[src/rtl/fetch_stage.sv]
// fetch_stage: PC register, imem request FSM with one-entry hold buffer, and the IF/ID pipeline register.
module fetch_stage #(
  parameter logic [31:0] RESET_PC = 32'h0000_0000
) (
  input  logic        clk,
  input  logic        rst,
  input  logic        stall,
  input  logic        flush,
  input  logic        br_taken,
  input  logic [31:0] br_target,
  output logic        imem_req,
  output logic [31:0] imem_addr,
  input  logic        imem_ready,
  input  logic [31:0] imem_rdata,
  output logic        id_valid,
  output logic [31:0] id_instr,
  output logic [31:0] id_pc,
  output logic [31:0] id_pc4,
  output logic [15:0] id_imm16
);
  typedef enum logic {FETCH, HOLD} state_t;
  state_t      state_q, state_d;
  logic        started_q;
  logic [31:0] pc_q, pc_d;
  logic [31:0] buf_instr_q, buf_instr_d, buf_pc_q, buf_pc_d;
  logic        id_valid_q, id_valid_d;
  logic [31:0] id_instr_q, id_instr_d, id_pc_q, id_pc_d;
  logic        fetch;
  // started_q keeps the request low until the first edge after reset release
  assign imem_req  = started_q && (state_q == FETCH);
  assign imem_addr = pc_q;
  assign fetch     = imem_req && imem_ready;
  assign id_valid  = id_valid_q;
  assign id_instr  = id_instr_q;
  assign id_pc     = id_pc_q;
  assign id_pc4    = id_pc_q + 32'd4;
  assign id_imm16  = id_instr_q[15:0];
  always_comb begin
    state_d     = state_q;
    buf_instr_d = buf_instr_q;
    buf_pc_d    = buf_pc_q;
    id_valid_d  = id_valid_q;
    id_instr_d  = id_instr_q;
    id_pc_d     = id_pc_q;
    pc_d        = br_taken ? (br_target & ~32'd3) : fetch ? pc_q + 32'd4 : pc_q;
    if (br_taken) state_d = FETCH;
    else if (state_q == FETCH && fetch && stall) begin
      state_d     = HOLD;
      buf_instr_d = imem_rdata;
      buf_pc_d    = pc_q;
    end else if (state_q == HOLD && !stall) state_d = FETCH;
    if (!stall) begin
      id_valid_d = 1'b0;
      if (!br_taken && state_q == FETCH && fetch) begin
        id_valid_d = 1'b1;
        id_instr_d = imem_rdata;
        id_pc_d    = pc_q;
      end else if (!br_taken && state_q == HOLD) begin
        id_valid_d = 1'b1;
        id_instr_d = buf_instr_q;
        id_pc_d    = buf_pc_q;
      end
    end
    if (flush) begin
      id_valid_d = 1'b0;
      id_instr_d = 32'h0000_0000;
    end
  end
  always_ff @(posedge clk or posedge rst) begin
    if (rst) begin
      state_q     <= FETCH;
      started_q   <= 1'b0;
      pc_q        <= RESET_PC;
      buf_instr_q <= 32'h0;
      buf_pc_q    <= 32'h0;
      id_valid_q  <= 1'b0;
      id_instr_q  <= 32'h0;
      id_pc_q     <= 32'h0;
    end else begin
      state_q     <= state_d;
      started_q   <= 1'b1;
      pc_q        <= pc_d;
      buf_instr_q <= buf_instr_d;
      buf_pc_q    <= buf_pc_d;
      id_valid_q  <= id_valid_d;
      id_instr_q  <= id_instr_d;
      id_pc_q     <= id_pc_d;
    end
  end
endmodule

[config.mk]
export PLATFORM = sky130hd
export DESIGN_NAME = fetch_stage
export DESIGN_NICKNAME = d
export VERILOG_FILES = /design/src/rtl/fetch_stage.sv
export SDC_FILE = /design/constraint.sdc
export NUM_CORES = 1
export LEC_CHECK = 0
export BUFFER_PORTS_ARGS = -buffer_cell sky130_fd_sc_hd__buf_2
export CORE_AREA = 3 3 104 205
export DETAILED_ROUTE_END_ITERATION = 7
export DIE_AREA = 0 0 107 208
export HOLD_SLACK_MARGIN = 0.08
export PLACE_DENSITY_LB_ADDON = 0.08
export SETUP_SLACK_MARGIN = 0.1
export SLEW_MARGIN = 10
export SYNTH_ARGS = -nofsm -noshare
export SYNTH_HDL_FRONTEND = slang
export SYNTH_SLANG_ARGS = --single-unit
[constraint.sdc]
create_clock -name clk -period 6.7 [get_ports clk]
set_clock_uncertainty 0.15 [all_clocks]
set_input_delay 1.34 -clock clk [delete_from_list [all_inputs] [get_ports clk]]
set_output_delay 1.34 -clock clk [all_outputs]
set_load 0.1 [all_outputs]
Yosys cells after proc, flatten, opt, wreduce, memory -nomap -nowiden
Index checks and enable logic that the tools add are counted.

operators by class
  add/sub/neg operators = 2
  equal/unequal tests = 1
  multiplexer cells = 15
  bitwise logic cells = 3
  reductions and logical operators = 17

operators with widths
  operator                                                                 count
  32-bit 2-to-1 mux                                                        8
  32-bit by 3-bit adder with 32-bit output, second input constant          2
  1-bit logical AND                                                        8
  1-bit 2-to-1 mux                                                         7
  2-bit AND reduction                                                      3
  3-bit nonzero test                                                       2
  2-bit nonzero test                                                       2
  1-bit NOT                                                                3
  1-bit logical NOT                                                        2
  2-bit by 1-bit inequality test with 1-bit output, second input constant  1

word-level totals
  register bits after elaboration = 163
  output and inout port bits = 146

Logic depth before layout (Yosys ltp)
  depth in word-level cells = 7
  depth in mapped cells = 7
  gate-level depth less buffers = 5

Worst setup path before layout
OpenSTA, ideal clock, no wires.

  kind = register to output
  start = register id_pc_q[2], in the netlist id_pc[2]
  end = output id_pc4[24]
  arrival time = 3.621 ns
  data required time = 5.210 ns
  slack = 1.589 ns
  cell stages (with the launch flop) = 7
  path buffers = 1
  cell sequence = dfrtp_1 > ha_1 > nand3_1 > or3_1 > clkbuf_1 > nor4_1 > xor2_1

between the ends
  longest elaborated chain between the ends = 1

ends and longest elaborated chain
  element                                   RTL line  source
  start: declaration                        27        logic [31:0] id_instr_q, id_instr_d, id_pc_q, id_pc_d;
  start signal: assignment                  87        id_pc_q <= id_pc_d;
  32-bit by 3-bit adder with 32-bit output  36        assign id_pc4 = id_pc_q + 32'd4;
  end: declaration                          18        output logic [31:0] id_pc4,

Every way passes these cells.

Worst setup path in the final report
Ends and elaborated chain as after synthesis.

==> results.tsv <==
metric	value	unit
drtIter0Drc	230	
ctsLongestPathBuffers	2	
vias_per_cell	5.29	
ctsResizeCount	0	
grt_max_degree	98	
vias	6222	
setup_tns	0	ns
antenna_found_initial	1	
postSynthAreaPerCell	10.7	µm²
n_fill_cell	1955	
crit_type	reg -> out	
synth.area.top_cells	dfrtp_1 50%, mux2_2 9.0%, mux2i_1 8.2%	
hold_viol_final	0	
ys_warn_count	0	
postCtsSetupBuffers	0	
initial_utilization	39.2	%
fp.dieH	208	µm
drtPass1Iterations	7	
synthTopCellsByCount	157 x dfrtp_1, 83 x nor2_1, 64 x mux2i_1, 63 x mux2_2, 40 x nand2_1	
synth_edf_count	0	
critPathMaxStageDelay	0.46	ns
drv_cap	0	
cp_num_buf_inv	1	
max_freq	0.242	GHz
clk_pin_slew	0.06	ns
cts-root-buf	clkbuf_16	
worst_skew_pair.late_latency	0.43	ns
layout_min_cycle_time	4.13	ns
ir_drop	0.291	mV
rsz0062_at_grt	no	
maxSlewHeadroom	40.1	%
wirelength	22.0	mm
grt_overflow	0	
drc	0	
cts_sinks	157	
power.leakage	4.23	nW
wire_per_inst	18.7	µm
htreeDepth	4	
path_delay_family	simple AND/OR/NAND/NOR gates	
netlist.area_leader.share	50.1	%
cts-hold-fix-buffers	0	
start_kind	flop	
finalCritPeriodShare	61.6	%
rows	73	
postLayoutCoreUtil	47.5	%
grt_pass1_vias	6266	
synth_area	7850	µm²
grt_pass1_wl	34.7	mm
ant_nets	0	
hold_path.class	reg -> reg	
ys.flop_type	dfrtp_1	
multiInputGateArea	3540	µm²
yosysTopAreaCell	dfrtp_1	
crit_chain	ha_1 -> nand3_1 -> or3_1 -> nor4_1 -> xor2_1 -> buf_2	
cts_tree	built	
cp-end-kind	primary output	
yosysMostFrequentCell	dfrtp_1	
grt.total_usage	20.0	%
yosysUniqueCellTypes	41	
cp.arrival	2.64	ns
slew_viol_final	0	
insertedDiodeCount	0	
boundaryPins	216	
total_power	3.92	mW
tightest_slew	0.898	ns
seq_area	3930	µm²
drive_above_1_share	34.9	%
cts-buffers-inserted	17	
numPortBuffers	207	
fp.dieW	107	µm
yosys_register_bits	157	
nets	974	
postSynth.asyncResetShare	100	%
crit_required	5.21	ns
dpl.hpwl	16.1	mm
p_per_area	413	nW/µm²
syn_inst	736	
crit_slowest_cell	or3_1	
setup_viol_count_final	0	
place.gp.congestion	0.756	
yosysSeqAreaShare	50.1	%
coreArea	20000	µm²
status	complete, no violations	
path_max_fanout	6	
die-area	22300	µm²
syn_to_final_growth	21.0	%
-- through the flow --
stage               std cells  hold slack (ns)  worst slack (ns)  cell area (µm²)
finish                   1177            0.354              2.57             9500
global route             1177            0.365              2.40             9500
CTS                      1177            0.357              2.52             9500
detailed placement       1145            0.342              2.82             8920
global placement         1145            0.336              2.86             8920
floorplan                 741            0.329             0.975             7870
-- per-layer routing --
layer	vias to the layer above	share of wire, %	track usage (%)
met5	-	0.032	0
met4	2	2.2	7.20
met3	41	5.0	4.22
met2	171	57	38.2
met1	3064	36	21.0
li1	2944	-	-
-- where the power goes --
group	switching [mW]	total [mW]	internal, mW
Clock	0.431	0.955	0.523
Sequential	0.185	1.30	1.11
Combinational	1.36	1.67	0.306
-- cells in the final DEF (no fill, tap or decap), types with 2 or more instances in the layout --
cell        netlist  layout
a211oi_1         32      32
a21oi_1          33      33
a31oi_1          13      13
and3_1            6       6
and4_1            5       5
buf_2             7     207
buf_4            22       6
clkbuf_16         0      17
clkinvlp_4        0       4
conb_1            2       7
dfrtp_1         157     157
ha_1              2       2
inv_1            10       9
inv_6             0       7
inv_8             0       2
mux2_2           63      63
mux2i_1          64      64
nand2_1          40      39
nand3_1          15      15
nand4_1          16      16
nand4_2           2       2
nor2_1           83      83
nor2b_1           2       2
nor3_1           12      10
nor3_2            0       2
nor4_1           11      11
o211ai_1          2       2
o21ai_0          14      14
o31ai_1          11      11
or3_1             4       4
or4_1            16      16
xnor2_1          18      18
xor2_1           22      22
-- registers in the layout, indices dropped and copies added, names as in the netlist --
signal,flops
buf_instr_q,32
buf_pc_q,30
id_instr,32
id_pc,30
id_valid,1
imem_addr,30
started_q,1
state_q,1
-- area by class of cell --
cell class,instances,share of cell area (%)
Sequential cell,157,41.4
Tap cell,262,3.45
Multi-Input combinational cell,503,37.3
Clock inverter,15,1.57
Clock buffer,17,4.48
Inverter,10,0.448
Timing Repair Buffer,213,11.4
-- cells by family (layout without fill, tap and decap cells) --
kind of cell | Yosys count | count (layout) | share of synthesized area (%)
compound gates | 107 | 107 | 8.51
flops | 157 | 157 | 50.1
other cells | 2 | 7 | 0.0957
buf+inv | 81 | 255 | 5.23
mux | 127 | 127 | 17.2
simple gates | 220 | 220 | 14.1
xor+xnor | 40 | 40 | 4.46
fa+ha+maj | 2 | 2 | 0.319
-- path summary, 6_finish.rpt --
path	from	end	slack, ns	cells past startpoint
setup / recovery	id_pc[2]$_DFFE_PP0P_	id_pc4[24]	2.57	6
hold / removal	buf_pc_q[2]$_DFFE_PP0P_	buf_pc_q[2]$_DFFE_PP0P_	0.35	1
setup reg to reg	imem_addr[6]$_DFFE_PP0P_	imem_addr[24]$_DFFE_PP0P_	4.03	4
hold reg to reg	buf_pc_q[2]$_DFFE_PP0P_	buf_pc_q[2]$_DFFE_PP0P_	0.35	1
max in group asynchronous	rst	buf_instr_q[1]$_DFFE_PP0P_	4.09	3
min in group asynchronous	rst	id_instr[2]$_DFFE_PP0P_	0.94	2
Power figures use the tool's default switching activity.
